==> src/rtl/countdown_timer_ctrl_if.sv <==
// Control/status bundle for countdown_timer_ctrl.
// Signalling contract: start and stop are single-cycle pulses and hold is a
// level, all sampled on the rising clock edge; there is no ready back-pressure.
// done is the only response strobe: one registered cycle per expiry, and
// count/busy are valid every cycle.
interface countdown_timer_ctrl_if;
  logic       start;
  logic [9:0] load_val;
  logic       stop;
  logic       hold;
  logic [9:0] count;
  logic       busy;
  logic       done;
  logic [1:0] state_dbg;

  modport master (
    output start, load_val, stop, hold,
    input  count, busy, done, state_dbg
  );

  modport slave (
    input  start, load_val, stop, hold,
    output count, busy, done, state_dbg
  );
endinterface

==> src/rtl/countdown_timer_ctrl.sv <==
// Programmable countdown timer built around one ten_bit_decrementer.
// Loads a 10-bit period, decrements once per PRESCALE clocks, and pulses done
// for one cycle on expiry. stop aborts (no done), hold freezes.
// Optional build macro AUTO_RELOAD_EN: on expiry, reload the period and keep
// running instead of returning to IDLE.
module countdown_timer_ctrl #(
  parameter int PRESCALE = 1
) (
  input logic                   clk,
  input logic                   rst_n,
  countdown_timer_ctrl_if.slave bus
);

  localparam logic [7:0] PCNT_MAX = 8'(PRESCALE - 1);

  typedef enum logic [1:0] {
    IDLE = 2'd0,
    RUN  = 2'd1,
    HOLD = 2'd2
  } state_t;

  state_t     state;
  state_t     state_nxt;
  logic [9:0] count_r;
  logic [9:0] dec_s;
  logic       dec_o;
  logic [7:0] pcnt;
  logic       done_r;
  logic       tick;
  logic       expire;
`ifdef AUTO_RELOAD_EN
  logic [9:0] period_r;
`endif

  ten_bit_decrementer u_dec (
    .a (count_r),
    .s (dec_s),
    .o (dec_o)
  );

  // A borrow means count is already 0; never decrement through it.
  assign tick   = (pcnt == PCNT_MAX) && !dec_o;
  assign expire = tick && (count_r == 10'd1);

  // State register.
  always_ff @(posedge clk or negedge rst_n) begin
    if (!rst_n) state <= IDLE;
    else        state <= state_nxt;
  end

  // Next state: stop beats hold beats tick; leaving HOLD resumes counting at once.
  always_comb begin
    state_nxt = state;
    case (state)
      IDLE: begin
        if (bus.start && (bus.load_val != 10'd0)) state_nxt = RUN;
      end
      RUN, HOLD: begin
        if (bus.stop)      state_nxt = IDLE;
        else if (bus.hold) state_nxt = HOLD;
        else if (expire) begin
`ifdef AUTO_RELOAD_EN
          state_nxt = RUN;
`else
          state_nxt = IDLE;
`endif
        end
        else               state_nxt = RUN;
      end
      default: state_nxt = IDLE;
    endcase
  end

  // Datapath: count, prescaler, done pulse (and reload period when enabled).
  always_ff @(posedge clk or negedge rst_n) begin
    if (!rst_n) begin
      count_r  <= 10'd0;
      pcnt     <= 8'd0;
      done_r   <= 1'b0;
`ifdef AUTO_RELOAD_EN
      period_r <= 10'd0;
`endif
    end else begin
      done_r <= 1'b0;
      case (state)
        IDLE: begin
          if (bus.start) begin
            if (bus.load_val != 10'd0) begin
              count_r  <= bus.load_val;
              pcnt     <= 8'd0;
`ifdef AUTO_RELOAD_EN
              period_r <= bus.load_val;
`endif
            end else begin
              count_r <= 10'd0;
              done_r  <= 1'b1;
            end
          end
        end
        RUN, HOLD: begin
          if (bus.stop) begin
            pcnt <= 8'd0;
          end else if (!bus.hold) begin
            if (tick) begin
              pcnt <= 8'd0;
              if (expire) begin
                done_r <= 1'b1;
`ifdef AUTO_RELOAD_EN
                count_r <= period_r;
`else
                count_r <= 10'd0;
`endif
              end else begin
                count_r <= dec_s;
              end
            end else begin
              pcnt <= pcnt + 8'd1;
            end
          end
        end
        default: ;
      endcase
    end
  end

  // Outputs: busy decoded from state; count/done come straight from registers.
  always_comb begin
    bus.busy      = (state == RUN) || (state == HOLD);
    bus.count     = count_r;
    bus.done      = done_r;
    bus.state_dbg = state;
  end

endmodule

// Ten-bit decrement: s = a - 1, o = borrow out (set only when a == 0).
module ten_bit_decrementer (
  input  logic [9:0] a,
  output logic [9:0] s,
  output logic       o
);
  assign {o, s} = {1'b0, a} - 11'd1;
endmodule
==> src/flat_wrapper.sv <==
// flat-port wrapper written by rule: the top's interface ports become plain ports
module countdown_timer_ctrl_flat 
#(
  parameter int PRESCALE = 1
)
  (clk, rst_n, bus_start, bus_load_val, bus_stop, bus_hold, bus_count, bus_busy, bus_done, bus_state_dbg);
  countdown_timer_ctrl_if bus_i ();
  input logic clk;
  input logic rst_n;
  input wire logic [$bits(bus_i.start)-1:0] bus_start;
  input wire logic [$bits(bus_i.load_val)-1:0] bus_load_val;
  input wire logic [$bits(bus_i.stop)-1:0] bus_stop;
  input wire logic [$bits(bus_i.hold)-1:0] bus_hold;
  output wire logic [$bits(bus_i.count)-1:0] bus_count;
  output wire logic [$bits(bus_i.busy)-1:0] bus_busy;
  output wire logic [$bits(bus_i.done)-1:0] bus_done;
  output wire logic [$bits(bus_i.state_dbg)-1:0] bus_state_dbg;
  assign bus_i.start = bus_start;
  assign bus_i.load_val = bus_load_val;
  assign bus_i.stop = bus_stop;
  assign bus_i.hold = bus_hold;
  assign bus_count = bus_i.count;
  assign bus_busy = bus_i.busy;
  assign bus_done = bus_i.done;
  assign bus_state_dbg = bus_i.state_dbg;
  countdown_timer_ctrl #(.PRESCALE(PRESCALE)) u_core (.clk(clk), .rst_n(rst_n), .bus(bus_i));
endmodule
==> config.mk <==
export PLATFORM = sky130hd
export DESIGN_NAME = countdown_timer_ctrl_flat
export DESIGN_NICKNAME = d
export VERILOG_FILES = /design/src/rtl/countdown_timer_ctrl_if.sv /design/src/rtl/countdown_timer_ctrl.sv /design/src/flat_wrapper.sv
export SDC_FILE = /design/constraint.sdc
export NUM_CORES = 1
export LEC_CHECK = 0
export CAP_MARGIN = 20
export CORE_MARGIN = 3
export CORE_UTILIZATION = 55
export CTS_CLUSTER_DIAMETER = 80
export DETAILED_ROUTE_END_ITERATION = 8
export PLACE_DENSITY = 0.87
export SKIP_LAST_GASP = 1
export SYNTH_ARGS = -nofsm -noshare
export SYNTH_HDL_FRONTEND = slang
export SYNTH_SLANG_ARGS = --single-unit
==> constraint.sdc <==
create_clock -name clk -period 4.4 [get_ports clk]
set_input_delay 0.88 -clock clk [delete_from_list [all_inputs] [get_ports clk]]
set_output_delay 0.88 -clock clk [all_outputs]
set_load 0.05 [all_outputs]
# [After elaboration in Yosys (flattened, before gate mapping)]
# Index checks and enable logic that the tools add are counted.
# W data, S select, Z words.
[word_totals] reg_bits=21 out_inout_bits=14
[classes] n_addsub=2 eq_ne=10 muxes=25 reduce_logical=12
[ops] operator="$mux W10" n=6
[ops] operator="$mux W8" n=5
[ops] operator="$pmux W10 S2" n=1
[ops] operator="$pmux W8 S2" n=1
[ops] operator="$sub A10 B1 Y11 const B" n=1
[ops] operator="$eq A10 B1 Y1 const B" n=1
[ops] operator="$reduce_bool A10 Y1" n=1
[ops] operator="$add A8 B1 Y8 const B" n=1
[ops] operator="$logic_not A8 Y1" n=1
[ops] operator="$mux W1" n=7
[ops] operator="$mux W2" n=3
[ops] operator="$ne A2 B1 Y1 const B" n=3
[ops] operator="$ne A2 B2 Y1 const B" n=3
[ops] operator="$reduce_and A5 Y1" n=1
[ops] operator="$pmux W2 S2" n=1
[ops] operator="$reduce_and A4 Y1" n=1
[ops] operator="$logic_and A1 B1 Y1" n=3
[ops] operator="$ne A3 B3 Y1 const B" n=1
[ops] operator="$eq A2 B1 Y1 const B" n=1
[ops] operator="$eq A2 B2 Y1 const B" n=1
[ops] operator="$logic_not A2 Y1" n=1
[ops] operator="$pmux W1 S2" n=1
[ops] operator="$reduce_bool A2 Y1" n=1
[ops] operator="$reduce_or A2 Y1" n=1
[ops] operator="2 further kinds" n=2

# [Depth between registers and ports, before layout]
# Gate-level depths: netlist of the first run.
[depth] word_depth=9 depth_mapped=8 depth_no_buf=7

# [Hierarchy]
# A second synthesis of the first run with hierarchy kept.
[unflattened] hier_cells=170 hier_area_um2=1491.4
[modules_own_cells] module="countdown_timer_ctrl" n_inst=1 cells_per_inst=146 area_per_inst_um2=1305.0
[modules_own_cells] module="ten_bit_decrementer" n_inst=1 cells_per_inst=24 area_per_inst_um2=186.4

# [Worst setup path after synthesis of the first run]
# No wires, ideal clock.
[synth_timing] kind="reg-to-reg" from="register u_core.state[0], in the netlist u_core.bus.state_dbg[0]" to="register u_core.count_r[9], in the netlist u_core.bus.count[9]" setup_time_ps=110 t_arrival_ps=2528 t_required_ps=4290 path_slack_ps=1762 stages_incl_launch_ff=9 path_buffers=1 synth_period_minus_slack_ps=2638 path_cell_list="dfrtp_1 -> inv_1 -> ha_1 -> mux2i_1 -> nor3_1 -> and3_1 -> buf_6 -> nor2_2 -> o41ai_1"
[synth_between] elab_chain_cells=4 word_cells_on_any_way=11 classes_between="eq/ne: 6; mux: 1; reduce/logical: 4"
[synth_rtl] item="start, declared" line_no="countdown_timer_ctrl.sv:22" source="state_t state;"
[synth_rtl] item="start signal, assigned" line_no="countdown_timer_ctrl.sv:48" source="else state <= state_nxt;"
[synth_rtl] item="$eq A2 B2 Y1 or $eq A2 B1 Y1 (tied branches)" line_no="countdown_timer_ctrl.sv:85" source="case (state)"
[synth_rtl] item="$reduce_or A2 Y1" line_no="countdown_timer_ctrl.sv:85"
[synth_rtl] item="$ne A2 B1 Y1 (no source line), or another cell as far along"
[synth_rtl] item="$reduce_and A5 Y1 (no source line)"
[synth_rtl] item="end signal, assigned" line_no="countdown_timer_ctrl.sv:89" source="count_r <= bus.load_val;"
[synth_rtl] item="end signal, assigned" line_no="countdown_timer_ctrl.sv:114" source="count_r <= dec_s;"
[synth_rtl] item="end, declared" line_no="countdown_timer_ctrl.sv:24" source="logic [9:0] count_r;"
# Parallel ways exist; a longest one is shown, timed or not.
# A chain may end at the register's enable or synchronous reset.

# [Worst setup path in the final report of the first run]
[layout_timing] from="register u_core.state[0], in the netlist u_core.bus.state_dbg[0]" to="output bus_busy"
[layout_between] elab_chain_cells=2 word_cells_on_any_way=3 classes_between="eq/ne: 2; reduce/logical: 1"
[layout_rtl] item="$eq A2 B1 Y1 or $eq A2 B2 Y1 (tied branches)" line_no="countdown_timer_ctrl.sv:128" source="bus.busy = (state == RUN) || (state == HOLD);"
[layout_rtl] item="$logic_or A1 B1 Y1 (*)" line_no="countdown_timer_ctrl.sv:128"
[layout_rtl] item="end, declared" line_no="flat_wrapper.sv:15" source="output wire logic [$bits(bus_i.busy)-1:0] bus_busy;"
# Mark *: on every way between the ends. The rest lies on a longest branch, timed or not.

==> metrics, run 1 <==
number of CTS-inserted buffers=3; time the worst path needs with I/O delays and setup=about 3.4 ns; count of buffers inserted at the top-level ports=28; Final Wtd Congestion=0.829; Comb pwr share=67.6%; number of remaining DRC errors=0; via count of the first global-routing pass=1300; total via count in the routed design=around 1400; post-synth net total=around 180; transition at the pin with the smallest max-transition slack=approximately 1 ns; Final Cycle Share=between 70 and 80%; share of post-route cells with drive strength above 1=approximately 9.7%; count of mapped cells out of synthesis=160; top_reg_cell synth=sky130_fd_sc_hd__dfrtp_1; unique cell type count in the Yosys netlist=54; worst r2r src=u_core.bus.state_dbg[0]; hold violation count in the final report=0; worst path arrival time=~2.5 ns; deepest clock path buffer count=2; cell type with the largest total area after synthesis=sky130_fd_sc_hd__dfrtp_1; sum of met2 wire segment lengths after detailed routing=1.81 mm; depth of the CTS H-tree=1; max-slew violation count=0; cell types occupying the most area after synthesis=sky130_fd_sc_hd__dfrtp_1, sky130_fd_sc_hd__ha_1, sky130_fd_sc_hd__nand2b_1; via/cell ratio=6.41; flip-flop and latch count after synthesis=21; Peak VDD IR=between 0.5 and 0.6 mV; sequential power share=between 20% and 30%; Mapped Area=~1500 µm²; async set-or-reset flop fraction in the synthesized netlist=100%; number of I/O pins=29; first-pass GRT wire length=6.20 mm; ANT cells=0; Post-CTS Hold Buffers=0; clock latency on the worst-skew pair=between 0.3 and 0.4 ns; Setup-failing EPs final=0; clock share of power=7.4%; highest routed metal layer=met4; total wire length=roughly 3.6 mm; wire per inst=about 17 µm; worst max-slew margin expressed relative to the limit=32.9%; CP required=about 3.5 ns; chip height=58.1 µm; Clock Sink Count=21; crit end category=primary output; switch share=about 53%; max-cap violation count=0; cell-internal power=623 µW; number of gates resized after cts=0; crit path kind=register to primary output; Critical Path Source Type=register; Routed met3 length=194 µm; fillers=just under 200; worst hold slack=~0.53 ns; clk slew on worst S/H paths=0.12 ns; status=completed; worst-path fanout max=24; sequential fraction of the synthesis area=35.2%; buffers inserted by post-CTS timing repair=0; Clock Tree Root=sky130_fd_sc_hd__clkbuf_4; sum of negative setup slack=0 ns; Die Area=between 3000 and 4000 µm²; DRC violation total after the first TritonRoute iteration=53; Switch Pwr=between 600 and 700 µW; total routing resource utilization after global routing=23.6%; setup skew after layout=roughly 0.007 ns; pin count of the biggest net entering global routing=25; standard cell core area=2520 µm²; half-perimeter wire length after detailed placement=2.72 mm; RSZ-0062 raised after global routing=false; routed metal-1 wirelength=about 1.6 mm; number of enable flip-flop cells after synthesis=0; number of synthesis warnings=0; Area Growth Syn to Fin=20.4%; hold path startpoint=u_core.pcnt[7]; overall power consumption=between 1 and 1.5 mW; start point of the critical path=u_core.bus.state_dbg[0]; pwr dens=732 nW/µm²; Starting Density=between 50% and 60%; top-area cell type share of the netlist area=35.2%; number of antenna violations at the first check in global routing=0; antenna-violating nets left=0; die width=58.1 µm; total congestion overflow=0; first-pass detailed-route iteration total=4; highest attainable clock frequency=295 MHz; Avg Cell Area, Syn=9.33 µm²; Min-Delay Path Class=register to register; final design utilization=a little under three quarters; clock tree from TritonCTS=yes; std cell rows=18; leakage power=between 0.7 and 0.8 nW; total number of nets in the final design=208
==> cells by family after synthesis <==
family / after synthesis / synth area share (%)
buffers and inverters: 16 / 5.20
multiplexers: 5 / 3.44
AND/OR/NAND/NOR: 68 / 27.9
flip-flops: 21 / 35.2
adder cells (fa/ha/maj): 6 / 5.03
AO/OA/AOI/OAI: 44 / 23.2
==> final timing paths <==
path / end / slack, ns / depth (start not counted)
setup reg to reg: u_core.bus.count[9] / 1.55 / 7
min in group asynchronous: u_core.bus.count[7] / 1.10 / 1
setup / recovery: bus_busy / 1.01 / 3
max in group asynchronous: u_core.bus.count[0] / 2.69 / 1
hold reg to reg: u_core.pcnt[7] / 0.53 / 1
hold / removal: u_core.pcnt[7] / 0.53 / 1
==> per-stage QoR <==
stage                     setup WS [ns]  instance area [µm²]  std cells
final                              1.01                 1800        216
after global routing              0.872                 1800        216
after CTS                          1.00                 1800        216
after detailed placement           1.26                 1770        212
after global placement             1.36                 1770        212
after floorplan                    1.76                 1490        160
==> flip-flops by register name, summed over array words and instances, names as in the netlist <==
register	count
u_core.bus.state_dbg	2
u_core.pcnt	8
u_core.bus.count	10
u_core.bus.done	1
==> Yosys cell counts (all sizes together) (2+ instances only) <==
| library cell | instances |
|---|---|
| or4 | 6 |
| nor2b | 2 |
| nor3 | 7 |
| o2bb2ai | 5 |
| or2 | 2 |
| nor4 | 3 |
| o21ai | 5 |
| dfrtp | 21 |
| clkbuf | 2 |
| nor2 | 11 |
| and3 | 4 |
| nand3 | 6 |
| ha | 6 |
| o22ai | 5 |
| o41ai | 2 |
| inv | 10 |
| and2 | 2 |
| o31ai | 5 |
| a22o | 3 |
| nand2b | 7 |
| buf | 4 |
| a211o | 2 |
| nand2 | 9 |
| o21bai | 2 |
| mux2i | 4 |
| a2bb2oi | 2 |
| a31oi | 3 |
==> placed cells by master, fill, tap and decap left out, drive strengths merged, types with 2 or more instances in the layout <==
master / netlist / routed
dfrtp: 21 / 21
nand2b: 7 / 7
a2bb2oi: 2 / 2
a31oi: 3 / 3
and3: 4 / 4
o22ai: 5 / 5
nor2b: 2 / 2
nor4: 3 / 3
nor2: 11 / 11
or2: 2 / 2
o2bb2ai: 5 / 5
and2: 2 / 2
clkdlybuf4s50: 0 / 28
o21bai: 2 / 2
o21ai: 5 / 5
o31ai: 5 / 5
or4: 6 / 6
nor3: 7 / 7
a211o: 2 / 2
nand2: 9 / 9
a22o: 3 / 3
inv: 10 / 10
ha: 6 / 6
o41ai: 2 / 2
clkbuf: 2 / 4
nand3: 6 / 6
mux2i: 4 / 4
==> worst max-delay path, stage by stage, from the launching register on <==
cell	delay (ns)
sky130_fd_sc_hd__dfrtp_1	0.40
sky130_fd_sc_hd__inv_1	0.08
sky130_fd_sc_hd__ha_1	0.77
sky130_fd_sc_hd__clkdlybuf4s50_1	0.95
==> metal layers <==
layer | global-route usage [%] | vias to the layer above
li1 | - | 669
met1 | 31.4 | 661
met2 | 39.7 | 51
met3 | 4.45 | 3
met4 | 5.30 | 0
met5 | 0 | -
==> power by group through the flow <==
stage | Combinational, mW | Sequential (mW) | Clock (mW)
4_1_cts | 0.886 | 0.326 | 0.0996
3_5_place_dp | 0.886 | 0.330 | 0
2_1_floorplan | 0.492 | 0.498 | 0
3_3_place_gp | 0.868 | 0.324 | 0
5_1_grt | 0.960 | 0.342 | 0.105
6_report | 0.889 | 0.328 | 0.0971
==> layout make-up <==
type	count	area (µm²)	area share, %
flip-flops and latches	21	526	29.2
inverters	10	37.5	2.09
multi-input cells	123	890	49.5
repair buffers	28	280	15.6
well taps	30	37.5	2.09
clock buffers	4	26.3	1.46
(Power assumes the default switching activity.)
==> inputs of run 2 (changes only) <==
CORE_UTILIZATION = 46   (was 55)
PLACE_DENSITY = 0.78   (was 0.87)
clock period = 3 ns   (was 4.4 ns; I/O delays follow)
==> metrics, run 2 (same netlist as run 1, synthesis figures left out) <==
status=completed; max-slew violation count=0; number of I/O pins=29; RSZ-0062 raised after global routing=false; final design utilization=between 50% and 60%; Layout Cells excl Fill=about 230; time the worst path needs with I/O delays and setup=2.58 ns; cell with the biggest individual delay on the critical path=sky130_fd_sc_hd__ha_1; ANT cells=0; critical path, cell by cell=inv_1 > ha_1 > mux2i_1 > nor3_1 > and3_1 > nor2_2 > o41ai_1; share of post-route cells with drive strength above 1=between 10% and 20%; Slowest Stage Delay on Critical Path=0.57 ns; cell-internal power=920 µW; clock share of power=7.6%; leading cell type in the layout, fill and taps excluded=sky130_fd_sc_hd__clkdlybuf4s50_1; Clock Sink Count=21; Die Area=between 3000 and 4000 µm²; Critical Path Source Type=register; total routing resource utilization after global routing=between 10% and 20%; clk slew on worst S/H paths=approximately 0.13 ns; max FFs per register=10; number of antenna violations at the first check in global routing=0; number of remaining DRC errors=0; sum of negative setup slack=0 ns; Final Wtd Congestion=approximately 0.84; half-perimeter wire length after detailed placement=2.87 mm; CP required=3.23 ns; die width=about 63 µm; Min-Delay Path Class=register to register; number of gates resized after cts=0; Peak VDD IR=slightly above 0.3 mV; crit path kind=register to register; DP Worst Slack=~0.15 ns; standard cell core area=just over 3000 µm²; setup skew after layout=roughly 0.018 ns; clock latency on the worst-skew pair=0.33 ns; std cell rows=20; count of buffers inserted at the top-level ports=28; final std cell area, no fill=roughly 1800 µm²; Setup-failing EPs final=0; transition at the pin with the smallest max-transition slack=between 0.5 and 0.6 ns; Post-CTS Hold Buffers=0; chip height=63.0 µm; via/cell ratio=between 5 and 6; overall power consumption=just under 2 mW; fillers=approximately 270; DRC violation total after the first TritonRoute iteration=a little under 80; total congestion overflow=0; clock tree from TritonCTS=yes; Largest delay share family, worst path=simple AND/OR/NAND/NOR gates; Area Growth Syn to Fin=22.5%; worst path arrival time=about 2.8 ns; switch share=between 50% and 60%; first-pass detailed-route iteration total=4; multi-input gate area in the final layout=approximately 890 µm²; highest attainable clock frequency=approximately 390 MHz; max-cap violation count=0; Final Cycle Share=85.9%; total via count in the routed design=about 1400; pin count of the biggest net entering global routing=22; worst path setup slack after routing=~0.42 ns; crit end category=register; total buffers and inverters traversed by the critical path=1; depth of the CTS H-tree=1; Comb pwr share=about two thirds; worst hold slack=between 0.5 and 0.6 ns; number of CTS-inserted buffers=3; Starting Density=48.5%; via count of the first global-routing pass=approximately 1400; total number of nets in the final design=210; hold violation count in the final report=0; dpl cell area=roughly 1800 µm²; most frequent cells in the layout=sky130_fd_sc_hd__clkdlybuf4s50_1, sky130_fd_sc_hd__dfrtp_1, sky130_fd_sc_hd__inv_1, sky130_fd_sc_hd__nor2_1, sky130_fd_sc_hd__nand2_1; sequential power share=24.7%; wire per inst=16.0 µm; FF/Latch Area=526 µm²; first-pass GRT wire length=approximately 6.3 mm; leakage power=0.755 nW; Clock Tree Root=sky130_fd_sc_hd__clkbuf_4; pwr dens=1060 nW/µm²; buffers inserted by post-CTS timing repair=0; total wire length=between 3 and 4 mm; deepest clock path buffer count=2; Post-Place Cells=228; Switch Pwr=slightly above 1 mW; antenna-violating nets left=0; worst-path fanout max=14; worst max-slew margin expressed relative to the limit=between 60% and 70%
## run 2: final cells by class
type                            count  share of cell area (%)
Clock buffer                        3                    1.23
Clock inverter                      1                   0.274
Inverter                           10                    2.05
Multi-Input combinational cell    123                    48.7
Sequential cell                    21                    28.7
Tap cell                           44                    3.01
Timing Repair Buffer               30                    16.0
## run 2: final timing paths
path                                               from  slack (ns)  cells past startpoint                  end
worst max-delay path            u_core.bus.state_dbg[0]        0.42                      7  u_core.bus.count[9]
worst max register to register  u_core.bus.state_dbg[0]        0.42                      7  u_core.bus.count[9]
max in group asynchronous                         rst_n        2.16                      2  u_core.bus.count[0]
worst min-delay path                     u_core.pcnt[7]        0.53                      1       u_core.pcnt[7]
min in group asynchronous                         rst_n        0.60                      2  u_core.bus.count[9]
worst min register to register           u_core.pcnt[7]        0.53                      1       u_core.pcnt[7]
## run 2: per-layer routing
layer  GRT usage, %  up-vias  routed length (µm)
met5              0        -                   0
met4           7.99        0                  52
met3           3.78        8                 162
met2           35.7       28                1980
met1           22.5      682                1530
li1               -      672                   -
## run 2: power groups by stage
stage                     Sequential [mW]  Clock, mW  Combinational [mW]
after detailed placement            0.483          0                1.32
after floorplan                     0.730          0               0.722
after CTS                           0.477      0.151                1.32
final                               0.480      0.147                1.32
after global routing                0.500      0.164                1.41
after global placement              0.477          0                1.28
## run 2: worst register-to-register path: stages, from the launching register on
cell and delay, ns:
sky130_fd_sc_hd__dfrtp_1 0.41, sky130_fd_sc_hd__inv_1 0.07, sky130_fd_sc_hd__ha_1 0.58, sky130_fd_sc_hd__mux2i_1 0.23, sky130_fd_sc_hd__nor3_1 0.30, sky130_fd_sc_hd__and3_1 0.42
sky130_fd_sc_hd__nor2_2 0.11, sky130_fd_sc_hd__o41ai_1 0.36
